**config.mk**
```make
export PLATFORM = sky130hd
export DESIGN_NAME = rr_req_arbiter
export DESIGN_NICKNAME = d
export VERILOG_FILES = /design/src/rtl/rr_arb_pkg.sv /design/src/rtl/rr_pick.sv /design/src/rtl/rr_req_arbiter.sv
export SDC_FILE = /design/constraint.sdc
export NUM_CORES = 1
export LEC_CHECK = 0
export ABC_AREA = 0
export BUFFER_PORTS_ARGS = -buffer_cell sky130_fd_sc_hd__buf_2
export CAP_MARGIN = 15
export CORE_UTILIZATION = 50
export CTS_CLUSTER_DIAMETER = 200
export DETAILED_ROUTE_END_ITERATION = 8
export PLACE_DENSITY = 0.72
export SETUP_SLACK_MARGIN = 0.05
export SYNTH_ARGS = -nofsm -noshare
export SYNTH_HDL_FRONTEND = slang
export SYNTH_SLANG_ARGS = --single-unit
```
**constraint.sdc**
```tcl
create_clock -name clk -period 2.7 [get_ports clk]
set_input_delay 0.54 -clock clk [delete_from_list [all_inputs] [get_ports clk]]
set_output_delay 0.54 -clock clk [all_outputs]
set_load 0.005 [all_outputs]
```
**src/rtl/rr_arb_pkg.sv**
```systemverilog
// rr_arb_pkg: shared state type and default parameters for the round-robin arbiter
package rr_arb_pkg;
  typedef enum logic {IDLE, GRANT} arb_state_e;
  localparam int DEFAULT_N = 4;
  localparam int DEFAULT_MAX_HOLD = 8;
endpackage

```
**src/rtl/rr_pick.sv**
```systemverilog
// rr_pick: combinational rotating-priority picker, first set req bit at or after ptr wins
module rr_pick #(
  parameter int N = 4,
  parameter int IW = $clog2(N)
) (
  input  logic [N-1:0]  req,
  input  logic [IW-1:0] ptr,
  output logic [IW-1:0] winner,
  output logic          valid
);
  assign valid = |req;
  // scan farthest offset first so the nearest requester overwrites it
  always_comb begin
    winner = '0;
    for (int i = N - 1; i >= 0; i--)
      if (req[IW'((int'(ptr) + i) % N)]) winner = IW'((int'(ptr) + i) % N);
  end
endmodule

```
**src/rtl/rr_req_arbiter.sv**
```systemverilog
// rr_req_arbiter: round-robin request/grant arbiter with bounded hold time.
// Define RR_ARB_ASSERT_EN to elaborate the built-in grant-contract assertions.
module rr_req_arbiter
  import rr_arb_pkg::*;
#(
  parameter int N = DEFAULT_N,
  parameter int MAX_HOLD = DEFAULT_MAX_HOLD,
  localparam int IW = $clog2(N),
  localparam int HW = $clog2(MAX_HOLD + 1)
) (
  input  logic          clk,
  input  logic          rst_n,
  input  logic [N-1:0]  req,
  output logic [N-1:0]  gnt,
  output logic [IW-1:0] gnt_id,
  output logic          busy,
  output logic          timeout
);
  arb_state_e state;
  logic [IW-1:0] ptr;
  logic [HW-1:0] hold_cnt;
  logic [IW-1:0] winner;
  logic valid;
  rr_pick #(.N(N), .IW(IW)) u_pick (.req(req), .ptr(ptr), .winner(winner), .valid(valid));
  assign busy = (state == GRANT);
  always_ff @(posedge clk or negedge rst_n) begin
    if (!rst_n) begin
      state    <= IDLE;
      gnt      <= '0;
      gnt_id   <= '0;
      timeout  <= 1'b0;
      ptr      <= '0;
      hold_cnt <= '0;
    end else begin
      timeout <= 1'b0;
      if (state == IDLE) begin
        if (valid) begin
          state    <= GRANT;
          gnt      <= N'(1) << winner;
          gnt_id   <= winner;
          ptr      <= (winner == IW'(N - 1)) ? '0 : winner + 1'b1;
          hold_cnt <= HW'(1);
        end
      end else if (!req[gnt_id] || hold_cnt == HW'(MAX_HOLD)) begin
        state   <= IDLE;
        gnt     <= '0;
        gnt_id  <= '0;
        timeout <= req[gnt_id];
      end else begin
        hold_cnt <= hold_cnt + 1'b1;
      end
    end
  end
`ifdef RR_ARB_ASSERT_EN
  a_idle_grant: assert property (@(posedge clk) disable iff (!rst_n) (state == IDLE && |req) |=> |gnt)
    $info("%0t a_idle_grant ok req=%b gnt=%b", $time, req, gnt);
    else $error("%0t a_idle_grant violated req=%b gnt=%b", $time, req, gnt);
  a_onehot: assert property (@(posedge clk) disable iff (!rst_n) $onehot0(gnt))
    $info("%0t a_onehot ok req=%b gnt=%b", $time, req, gnt);
    else $error("%0t a_onehot violated req=%b gnt=%b", $time, req, gnt);
  a_keep: assert property (@(posedge clk) disable iff (!rst_n) (|gnt && req[gnt_id]) |=> (|gnt || timeout))
    $info("%0t a_keep ok req=%b gnt=%b", $time, req, gnt);
    else $error("%0t a_keep violated req=%b gnt=%b", $time, req, gnt);
  for (genvar i = 0; i < N; i++) begin : g_req_chk
    a_gnt_req: assert property (@(posedge clk) disable iff (!rst_n) gnt[i] |-> $past(req[i]))
      $info("%0t a_gnt_req[%0d] ok req=%b gnt=%b", $time, i, req, gnt);
      else $error("%0t a_gnt_req[%0d] violated req=%b gnt=%b", $time, i, req, gnt);
  end
`endif
endmodule

```
==> metrics.md, run 1 <==
| Metric | Value |
|---|---|
| Pwr dens | `958.5 mW/mm^2` |
| Root Driver | `clkbuf_4` |
| DR pass1 iterations | `4` |
| Ant. Diodes | `0` |
| Worst Setup SP | `ptr[1]` |
| FFs w/ async S/R, synth | `1.000` |
| Fin. max-slew vios | `0` |
| Lkg Pwr | `0.4380 nW` |
| Crit path to | `gnt[0]` |
| CTS clk-pin slew, worst paths | `90 ps` |
| Status | `complete, no violations` |
| Pre-CTS WS | `557.8 ps` |
| Vias in the first global route | `681` |
| Final worst-path cycle share | `0.7167` |
| Crit Path Class | `register to register` |
| Clock tree sinks | `14` |
| F_max | `516.7 MHz` |
| RSZ-0062 raised after global routing | `no` |
| Initial antenna violation count | `0` |
| GR peak layer | `met2` |
| Slowest-stage cell, CP | `a311oi_1` |
| CP Cell Sequence | `nand2b_1, a311oi_1, inv_1, ha_1, mux2i_1, o21ai_0` |
| Avg Cell Area, Syn | `10.24 um^2` |
| Post-layout net count | `109` |
| Setup WS post-layout | `764.8 ps` |
| CTS H-tree lvls | `1` |
| Top FF cell, synth | `dfrtp_1` |
| Clk_lat worst skew | `280 ps` |
| Actual slew at the worst max-slew pin | `651.4 ps` |
| Max-Cap Viols | `0` |
| Post-layout util | `0.6141` |
| Starting Density | `0.5443` |
| Grt met3 use | `0.04681` |
| GR Layer Usage met2 | `0.3545` |
| Syn_nets | `93` |
| M1 GR Usage | `0.2228` |
| Post-CTS Setup Inserts | `0` |
| DIE AREA | `0.001826 mm^2` |
| Setup_tns | `0 ps` |
| Path depth of the worst reg2reg path | `6` |
| Yosys warning count | `0` |
| CTS max path bufs | `2` |
| GRT Util Overall | `0.2074` |
| Post-Synthesis Cells | `81` |
| Routed len/inst | `14.09 um` |
| R2R setup slack | `760 ps` |
| Area Growth Syn to Fin | `12.82%` |
| I/O pins | `14` |
| Largest delay contributor family on the critical path | `compound AO/OA/AOI/OAI gates` |
| Crit path time final | `1935 ps` |
| Final Hold Vio Count | `0` |
| Setup Skew | `5.693 ps` |
| Largest net degree at the start of global routing | `15` |
| Layout cells sized above 1 | `0.2604` |
| Core Region | `0.001524 mm^2` |
| CP arrival | `2080 ps` |
| CTS tree | `built` |
| Port bufs | `13` |
| Vias/cell | `5.893` |
| Critical path buffers and inverters | `1` |
| Crit-path max FO | `6` |
| Startpoint types | `register` |
| Iteration-0 DRC Markers | `9` |
| DPL Wire Length | `1200 um` |
| First-pass GRT wire length | `2753 um` |
| Yosys reg bits | `14` |
| Final WL | `1578 um` |
| Post-route ant nets | `0` |
| Residual DRC | `0` |
| PnR Total Power | `0.8971 mW` |
| Number of synthesized flops with an enable pin | `0` |
| Worst hold path class | `input pin to async pin` |
| Cts bufs inserted | `3` |
| Final GP Congestion | `0.8714` |
| Slew headroom | `0.5628` |
| Setup crit end kind | `register` |
| # hold bufs at CTS | `0` |
| Max VDD drop | `0.4939 mV` |
| Resize count post-CTS | `0` |
| Critical path's largest stage delay | `600 ps` |
| WP depth | `6` |
| Register area share after synthesis | `0.4223` |
| Site Rows | `14` |
| Chip height | `42.73 um` |
| Vias | `660` |
| Die X | `42.73 um` |
| RR Startpoint | `ptr[1]` |
| Crit path required time | `2850 ps` |
| GR Overflow Total | `0` |
| Hold WS | `132.2 ps` |
| Distinct cells, synth | `29` |
| Worst R2R End | `gnt[0]` |
| Final Setup Violations | `0` |
| Mapped cell area | `829.5 um^2` |
## cell families (layout without fill, tap and decap cells)
logic type | count (synthesis) | in the layout | share of synthesized area
compound gates | 16 | 16 | 0.1222
buf+inv | 7 | 22 | 0.04072
fa+ha+maj | 6 | 6 | 0.09050
xor+xnor | 1 | 1 | 0.01056
mux | 7 | 7 | 0.1026
simple gates | 30 | 30 | 0.2112
flops | 14 | 14 | 0.4223
## routing by layer
metal  part of all wire  vias up
met1               0.45      317
li1                   -      320
met5                  0        -
met2               0.49       16
met3              0.027        7
met4              0.030        0
## how the worst min path moves through the flow
stage / startpoint / to / slack [ps] / cells after the start
after floorplan: rst_n / busy / 240 / 0
after global placement: rst_n / gnt_id[1] / 460 / 1
after detailed placement: rst_n / gnt_id[1] / 450 / 1
after CTS: rst_n / gnt_id[1] / 150 / 1
after global routing: rst_n / gnt_id[1] / 140 / 1
final: rst_n / gnt_id[1] / 130 / 1
## power breakdown
| part | internal (mW) | switching, mW |
|---|---|---|
| combinational | 0.174 | 0.192 |
| clock | 0.0821 | 0.0684 |
| sequential | 0.288 | 0.0922 |
## metrics by stage
stage / instances / area, um^2
floorplan: 81 / 829.5
global placement: 108 / 899.6
detailed placement: 108 / 899.6
CTS: 112 / 935.9
global route: 112 / 935.9
finish: 112 / 935.9
## final cells by class
type	instances	area, um^2
clock buffers	4	36.28
fillers	137	588.1
inverters	5	18.77
multi-input cells	60	445.4
flip-flops and latches	14	350.3
well taps	16	20.02
repair buffers	13	65.06
## state kept, by name, summed over array words and instances (netlist names)
signal and cells:
busy 1, gnt 4, gnt_id 2, hold_cnt 4, ptr 2, timeout 1
## cell usage in the layout (no fill, tap or decap)
cell type  count
a21oi_1        3
o31ai_2        1
nand3_1        4
mux4_2         1
ha_1           6
mux2i_1        4
a22o_2         1
inv_1          5
a21o_1         1
nand2_1       11
or2_1          1
a311oi_1       1
nor3b_1        1
nor3_1         2
dfrtp_1       14
nand4_1        1
nor2_2         1
buf_2         13
mux2_2         2
clkbuf_4       3
nand3b_1       3
and3_4         1
o21ai_0        8
xor2_1         1
nand2b_1       1
nor2_1         2
clkbuf_8       1
nand4b_1       1
o31ai_1        1
nor4_4         1
## Yosys cell counts (all sizes together) (2+ instances only)
cell	n	area [um^2]
ha	6	75.07
dfrtp	14	350.3
nand2	11	41.29
nor2	3	13.77
nand3	4	20.02
mux2	2	22.52
nand3b	3	22.52
o31ai	2	20.02
a21oi	3	15.01
inv	5	18.77
mux2i	4	40.04
o21ai	8	40.04
nor3	2	10.01
## worst register-to-register path: cells and delay by family (launching register included)
kind / cells / cell delay, ps
simple gates: 1 / 180
fa+ha+maj: 1 / 230
buf+inv: 1 / 150
compound gates: 2 / 690
mux: 1 / 110
flops: 1 / 440
No activity file was read; power rests on OpenSTA's default activity.
==> inputs of run 2 (changes only) <==
- ABC_AREA: 0 -> 1
- PLACE_DENSITY: 0.72 -> 0.71
- clock period: 2.7 -> 1.8 ns (I/O delays scaled with it)
==> metrics.md, run 2 <==
| Metric | Value |
|---|---|
| DPL Wire Length | `1446 um (+21%)` |
| Leading area contributor after synthesis | `dfrtp_1` |
| Clock power share | `0.106 (-0.062)` |
| Final Hold Vio Count | `0 (unchanged)` |
| Largest delay contributor family on the critical path | `flip-flops` |
| Worst hold path class | `register to register` |
| Vias in the first global route | `785 (+15%)` |
| Crit Path Class | `register to register` |
| DR pass1 iterations | `4 (unchanged)` |
| RSZ-0062 raised after global routing | `no` |
| I/O pins | `14 (unchanged)` |
| Sw Pwr | `1.021 mW (+190%)` |
| CP arrival | `1810 ps (-270 ps)` |
| Slowest-stage cell, CP | `dfrtp_2` |
| Startpoint types | `register` |
| Sw Share | `0.4781 (+0.08453)` |
| Setup crit end kind | `register` |
| Post-Synthesis Cells | `123 (+52%)` |
| Synth area leaders | `dfrtp_1 38%, nand2_1 17%, ha_1 8.1%` |
| CP Cell Sequence | `buf_6, o21ai_4, nand2_2, nand3_2, nand2_2, nand2_2, nand2_4, ha_1, nand2_1, o21ai_1` |
| Chip height | `45.06 um (+5.5%)` |
| Max VDD drop | `0.8815 mV (+78%)` |
| FFs w/ async S/R, synth | `1.000 (unchanged)` |
| Vias | `841 (+27%)` |
| Routed len/inst | `11.54 um (-18%)` |
| Root Driver | `clkbuf_4` |
| Cts bufs inserted | `3 (unchanged)` |
| Critical path's largest stage delay | `470 ps (-130 ps)` |
| Area Growth Syn to Fin | `22.94%` |
| Actual slew at the worst max-slew pin | `330.8 ps (-320.6 ps)` |
| CTS max path bufs | `2 (unchanged)` |
| First-pass GRT wire length | `3298 um (+20%)` |
| GR Overflow Total | `0 (unchanged)` |
| Yosys warning count | `0 (unchanged)` |
| Setup_tns | `0 ps (unchanged)` |
| Crit path to | `ptr[1]` |
| Final worst-path cycle share | `0.9103 (+0.1936)` |
| Max-Cap Viols | `0 (unchanged)` |
| Iteration-0 DRC Markers | `13 (+4)` |
| Largest regs | `gnt (4), hold_cnt (4)` |
| Worst R2R End | `ptr[1]` |
| Port bufs | `13 (unchanged)` |
| GRT Util Overall | `0.2261 (+0.01872)` |
| Final GP Congestion | `0.8677 (-0.42%)` |
| CTS H-tree lvls | `1 (unchanged)` |
| Most Frequent Cell on Critical Path | `nand2_2` |
| Clk_lat worst skew | `280 ps (about the same)` |
| Top FF cell, synth | `dfrtp_1` |
| Lkg Pwr | `0.6397 nW (+46%)` |
| Final Setup Violations | `0 (unchanged)` |
| Number of synthesized flops with an enable pin | `0 (unchanged)` |
| Commonest cells after routing, fill and taps aside | `39 x nand2_1, 13 x nand3_1, 13 x inv_1, 13 x buf_2, 12 x dfrtp_1` |
| Status | `complete, no violations` |
| Final WL | `1973 um (+25%)` |
| Yosys reg bits | `14 (unchanged)` |
| Setup Skew | `2.313 ps (-3.380 ps)` |
| Crit-path max FO | `6 (unchanged)` |
| Core Region | `0.001727 mm^2 (+13%)` |
| Top-count cell post-synth | `nand2_1` |
| Slew headroom | `0.7795 (+0.2167)` |
| Initial antenna violation count | `0 (unchanged)` |
| Crit path required time | `1970 ps (-880 ps)` |
| Syn_nets | `135 (+45%)` |
| F_max | `610.3 MHz (+18%)` |
| Die X | `45.06 um (+5.5%)` |
| Ant. Diodes | `0 (unchanged)` |
| Register area share after synthesis | `0.3779 (-0.04446)` |
| Logic pwr share | `0.616 (+0.207)` |
| Vias/cell | `4.918 (-17%)` |
| Seq pwr share | `0.279 (-0.144)` |
| Starting Density | `0.5370 (-0.007379)` |
| Mapped cell area | `927.1 um^2 (+12%)` |
| Post-layout net count | `159 (+46%)` |
| R2R setup slack | `160 ps (-600 ps)` |
| DIE AREA | `0.002030 mm^2 (+11%)` |
| Post-route ant nets | `0 (unchanged)` |
| Worst Setup SP | `ptr[0]` |
| Distinct cells, synth | `22 (-24%)` |
| WP depth | `10 (+4)` |
| Synth cell count leaders | `42 x nand2_1, 15 x nand3_1, 14 x dfrtp_1, 14 x inv_1, 7 x nand2_2` |
| Site Rows | `15 (+1)` |
| Layout cells sized above 1 | `0.3356 (+0.07520)` |
| RR Startpoint | `ptr[0]` |
| Cell internal pwr | `1.115 mW (+100%)` |
| Largest net degree at the start of global routing | `15 (unchanged)` |
| Pwr dens | `1874 mW/mm^2 (+95%)` |
| Path depth of the worst reg2reg path | `10 (+4)` |
| Critical path buffers and inverters | `1 (unchanged)` |
| Share of the synthesized area in the top cell type | `0.3779 (-0.04446)` |
| CTS tree | `built` |
| Hold WS | `474.3 ps (+342.1 ps)` |
| Residual DRC | `0 (unchanged)` |
| Clock tree sinks | `14 (unchanged)` |
| CTS clk-pin slew, worst paths | `90 ps (about the same)` |
| Fin. max-slew vios | `0 (unchanged)` |
| Most common cell after layout, fill and taps aside | `nand2_1` |
| Avg Cell Area, Syn | `7.538 um^2 (-26%)` |
| Crit path time final | `1639 ps (-296.6 ps)` |
==> run 2: cells by family (layout without fill, tap and decap cells) <==
kind of cell	Yosys count	count (layout)	synth area share
flip-flops	14	14	0.3779
AO/OA/AOI/OAI	9	9	0.06884
buffers and inverters	19	42	0.09042
AND/OR/NAND/NOR	74	74	0.3725
XOR/XNOR	1	1	0.009448
adder cells (fa/ha/maj)	6	6	0.08097
==> run 2: final cells by class <==
cell class              count  area, um^2
fillers                   153       586.8
well taps                  25       31.28
flip-flops and latches     14       352.8
clock buffers               4       36.28
inverters                  18       72.57
multi-input cells          90       523.0
repair buffers             20       123.9
==> run 2: per-stage QoR <==
step | power, mW | worst slack, ps | cell area [um^2] | std cells | utilization
after floorplan | 1.440 | 292.7 | 927.1 | 123 | -
after global placement | 1.652 | 129.3 | 1012 | 160 | 0.5862
after detailed placement | 1.690 | 37.38 | 1012 | 160 | 0.5862
after CTS | 1.926 | 136.0 | 1060 | 165 | 0.6138
after global routing | 2.362 | 52.67 | 1140 | 171 | 0.6601
final | 2.136 | 161.4 | 1140 | 171 | 0.6601
==> run 2: worst min-delay path by stage <==
stage	start	cells after the start	to	slack [ps]
2_1_floorplan	rst_n	0	busy	60
3_3_place_gp	rst_n	1	hold_cnt[0]	270
3_5_place_dp	rst_n	1	hold_cnt[0]	270
4_1_cts	gnt[1]	2	gnt[1]	480
5_1_grt	gnt[2]	2	gnt[2]	500
6_report	gnt[1]	2	gnt[1]	470
==> run 2: worst min-delay path, cell delays in order (launching register included) <==
cell	delay, ps
dfrtp_1	350
nand2_1	50
nand2_1	50
==> run 2: routing by layer <==
layer | share of wire | track usage | vias up
met1 | 0.45 | 0.2953 | 396
met3 | 0.020 | 0.01200 | 2
li1 | - | - | 433
met4 | 0.0051 | 0.1212 | 0
met2 | 0.53 | 0.3768 | 10
met5 | 0 | 0 | -
==> run 2: power by group through the flow <==
stage	clock network (mW)	registers, mW	logic (mW)
6_report	0.226	0.595	1.31
5_1_grt	0.249	0.615	1.50
4_1_cts	0.232	0.609	1.08
3_5_place_dp	0	0.611	1.08
3_3_place_gp	0	0.606	1.05
2_1_floorplan	0	0.559	0.881
==> run 2: repair_timing <==
item,CTS,global route
hold buffers,1,0
endpoints found under the hold margin,14,0
resized for setup,1,13
pin swaps,0,6
buffers inserted,0,6
setup endpoints to repair,1,3
==> inputs of run 3 (changes only) <==
- MAX_ROUTING_LAYER: default -> met4
- PLACE_DENSITY: 0.71 -> default
- PLACE_DENSITY_LB_ADDON: default -> 0.08
- clock period: 1.8 -> 1.89 ns (I/O delays scaled with it)
==> metrics.md, run 3 (same netlist as run 2, synthesis figures left out) <==
| Metric | Value |
|---|---|
| Status | `complete, no violations` |
| R2R setup slack | `200 ps (+30 ps)` |
| Crit path time final | `1694 ps (+55.01 ps)` |
| Critical path's largest stage delay | `430 ps (-40 ps)` |
| Final GP Congestion | `0.8076 (-6.9%)` |
| Hold Path Sink | `gnt[0]` |
| Lkg Pwr | `0.6115 nW (-4.4%)` |
| Largest regs | `gnt (4), hold_cnt (4)` |
| Port bufs | `13 (unchanged)` |
| GR Overflow Total | `0 (unchanged)` |
| Slew headroom | `0.7924 (+0.01290)` |
| Worst R2R End | `ptr[1]` |
| Clk_lat worst skew | `280 ps (about the same)` |
| Hold Crit Start | `gnt[0]` |
| Routed len/inst | `10.52 um (-8.8%)` |
| Most Frequent Cell on Critical Path | `nand2_1` |
| CP Cell Sequence | `clkbuf_2, nand2_1, nand3_1, nand2_1, nand3_2, nand3_1, nand2_2, ha_1, nand2_1, o21ai_0` |
| RSZ-0062 raised after global routing | `no` |
| Final WL | `1746 um (-12%)` |
| Starting Density | `0.5370 (unchanged)` |
| Final instance area | `0.001074 mm^2 (-5.8%)` |
| CTS tree | `built` |
| Fillers | `160 (+4.6%)` |
| Cts bufs inserted | `3 (unchanged)` |
| Crit Path Class | `register to register` |
| I/O pins | `14 (unchanged)` |
| Crit-path max FO | `5 (-1)` |
| Setup crit end kind | `register` |
| Max VDD drop | `0.9419 mV (+6.9%)` |
| Site Rows | `15 (unchanged)` |
| Vias in the first global route | `678 (-14%)` |
| Slowest-stage cell, CP | `dfrtp_2` |
| Fin. max-slew vios | `0 (unchanged)` |
| F_max | `590.5 MHz (-3.2%)` |
| PnR Total Power | `1.837 mW (-14%)` |
| DP Area | `0.001012 mm^2 (unchanged)` |
| Post-route ant nets | `0 (unchanged)` |
| Max-Cap Viols | `0 (unchanged)` |
| Residual DRC | `0 (unchanged)` |
| Root Driver | `clkbuf_4` |
| Die X | `45.06 um (unchanged)` |
| First-pass GRT wire length | `2891 um (-12%)` |
| Most common cell after layout, fill and taps aside | `nand2_1` |
| Final Hold Vio Count | `0 (unchanged)` |
| Startpoint types | `register` |
| Final worst-path cycle share | `0.8961 (-0.01424)` |
| Vias | `815 (-3.1%)` |
| GRT Util Overall | `0.2033 (-0.02278)` |
| Worst hold stages | `2 (unchanged)` |
| Ant. Diodes | `0 (unchanged)` |
| Area Growth Syn to Fin | `15.79%` |
| CTS clk-pin slew, worst paths | `90 ps (about the same)` |
| Largest delay contributor family on the critical path | `simple AND/OR/NAND/NOR gates` |
| CTS max path bufs | `2 (unchanged)` |
| Actual slew at the worst max-slew pin | `311.5 ps (-19.35 ps)` |
| Inst Count DP | `160 (unchanged)` |
| CTS H-tree lvls | `1 (unchanged)` |
| Worst hold path class | `register to register` |
| Layout cells sized above 1 | `0.2695 (-0.06611)` |
| RR Startpoint | `ptr[0]` |
| DR pass1 iterations | `4 (unchanged)` |
| Initial antenna violation count | `0 (unchanged)` |
| DPL Wire Length | `1367 um (-5.5%)` |
| Clock tree sinks | `14 (unchanged)` |
| Pwr dens | `1711 mW/mm^2 (-8.7%)` |
| Commonest cells after routing, fill and taps aside | `41 x nand2_1, 15 x nand3_1, 14 x inv_1` |
| Setup Skew | `7.650 ps (+5.337 ps)` |
| CP arrival | `1860 ps (+50 ps)` |
| Chip height | `45.06 um (unchanged)` |
| Path depth of the worst reg2reg path | `10 (unchanged)` |
| Vias/cell | `4.910 (-0.17%)` |
| Iteration-0 DRC Markers | `20 (+7)` |
| DIE AREA | `0.002030 mm^2 (unchanged)` |
| Final Setup Violations | `0 (unchanged)` |
| Critical path buffers and inverters | `1 (unchanged)` |
| Core Region | `0.001727 mm^2 (unchanged)` |
| Crit path required time | `2060 ps (+90 ps)` |
| Largest net degree at the start of global routing | `15 (unchanged)` |
| Setup_tns | `0 ps (unchanged)` |
| Post-layout net count | `155 (-2.5%)` |
| Cell Count, Final, Fillers Out | `166 (-2.9%)` |
-- run 3: changes by cell type in the layout (fill, tap and decap cells not counted), sizes merged --
cell / change
buf: -5
-- run 3: routing by layer --
| layer | up-vias | part of all wire | global-route usage |
|---|---|---|---|
| li1 | 423 | - | - |
| met2 | 20 | 0.43 | 0.2812 |
| met5 | - | 0 | - |
| met1 | 367 | 0.51 | 0.2890 |
| met4 | 0 | 0.015 | 0.09091 |
| met3 | 5 | 0.040 | 0.03600 |
-- run 3: power breakdown --
part	internal (mW)	switching [mW]
Clock	0.0739	0.0959
Combinational	0.445	0.670
Sequential	0.424	0.128
Total	0.943	0.894
-- run 3: per-stage QoR --
step / setup slack [ps] / util / hold WS (ps)
final: 196.4 / 0.6217 / 471.8
after CTS: 92.09 / 0.6051 / 478.9
after floorplan: 382.7 / - / 82.41
after detailed placement: 113.8 / 0.5862 / 290.0
after global placement: 136.6 / 0.5862 / 289.7
after global routing: 81.91 / 0.6217 / 495.3
-- run 3: cell type report --
class | instances | area, um^2 | area share
clock buffer | 3 | 22.52 | 0.02098
inverter | 18 | 72.57 | 0.06760
multi-input combinational | 90 | 495.5 | 0.4615
sequential | 14 | 351.6 | 0.3275
tap | 25 | 31.28 | 0.02914
timing repair buffer | 16 | 100.1 | 0.09324
-- run 3: repair_timing --
action	4_1_cts	5_1_grt
hold buffers	1	0
setup endpoints to repair	0	3
setup buffers	0	2
endpoints found under the hold margin	14	0
resized for setup	0	2
-- run 3: worst max path at each step --
stage / start / to / slack [ps] / cells after the start
4_1_cts: ptr[0] / ptr[1] / 90 / 11
2_1_floorplan: ptr[0] / ptr[1] / 380 / 11
3_3_place_gp: ptr[0] / ptr[1] / 140 / 12
6_report: ptr[0] / ptr[1] / 200 / 10
3_5_place_dp: ptr[0] / ptr[1] / 110 / 11
5_1_grt: ptr[0] / ptr[1] / 80 / 10
-- run 3: worst min-delay path, stage by stage (launching register included) --
cell     delay [ps]
dfrtp_1         350
nand2_1          50
nand2_1          50
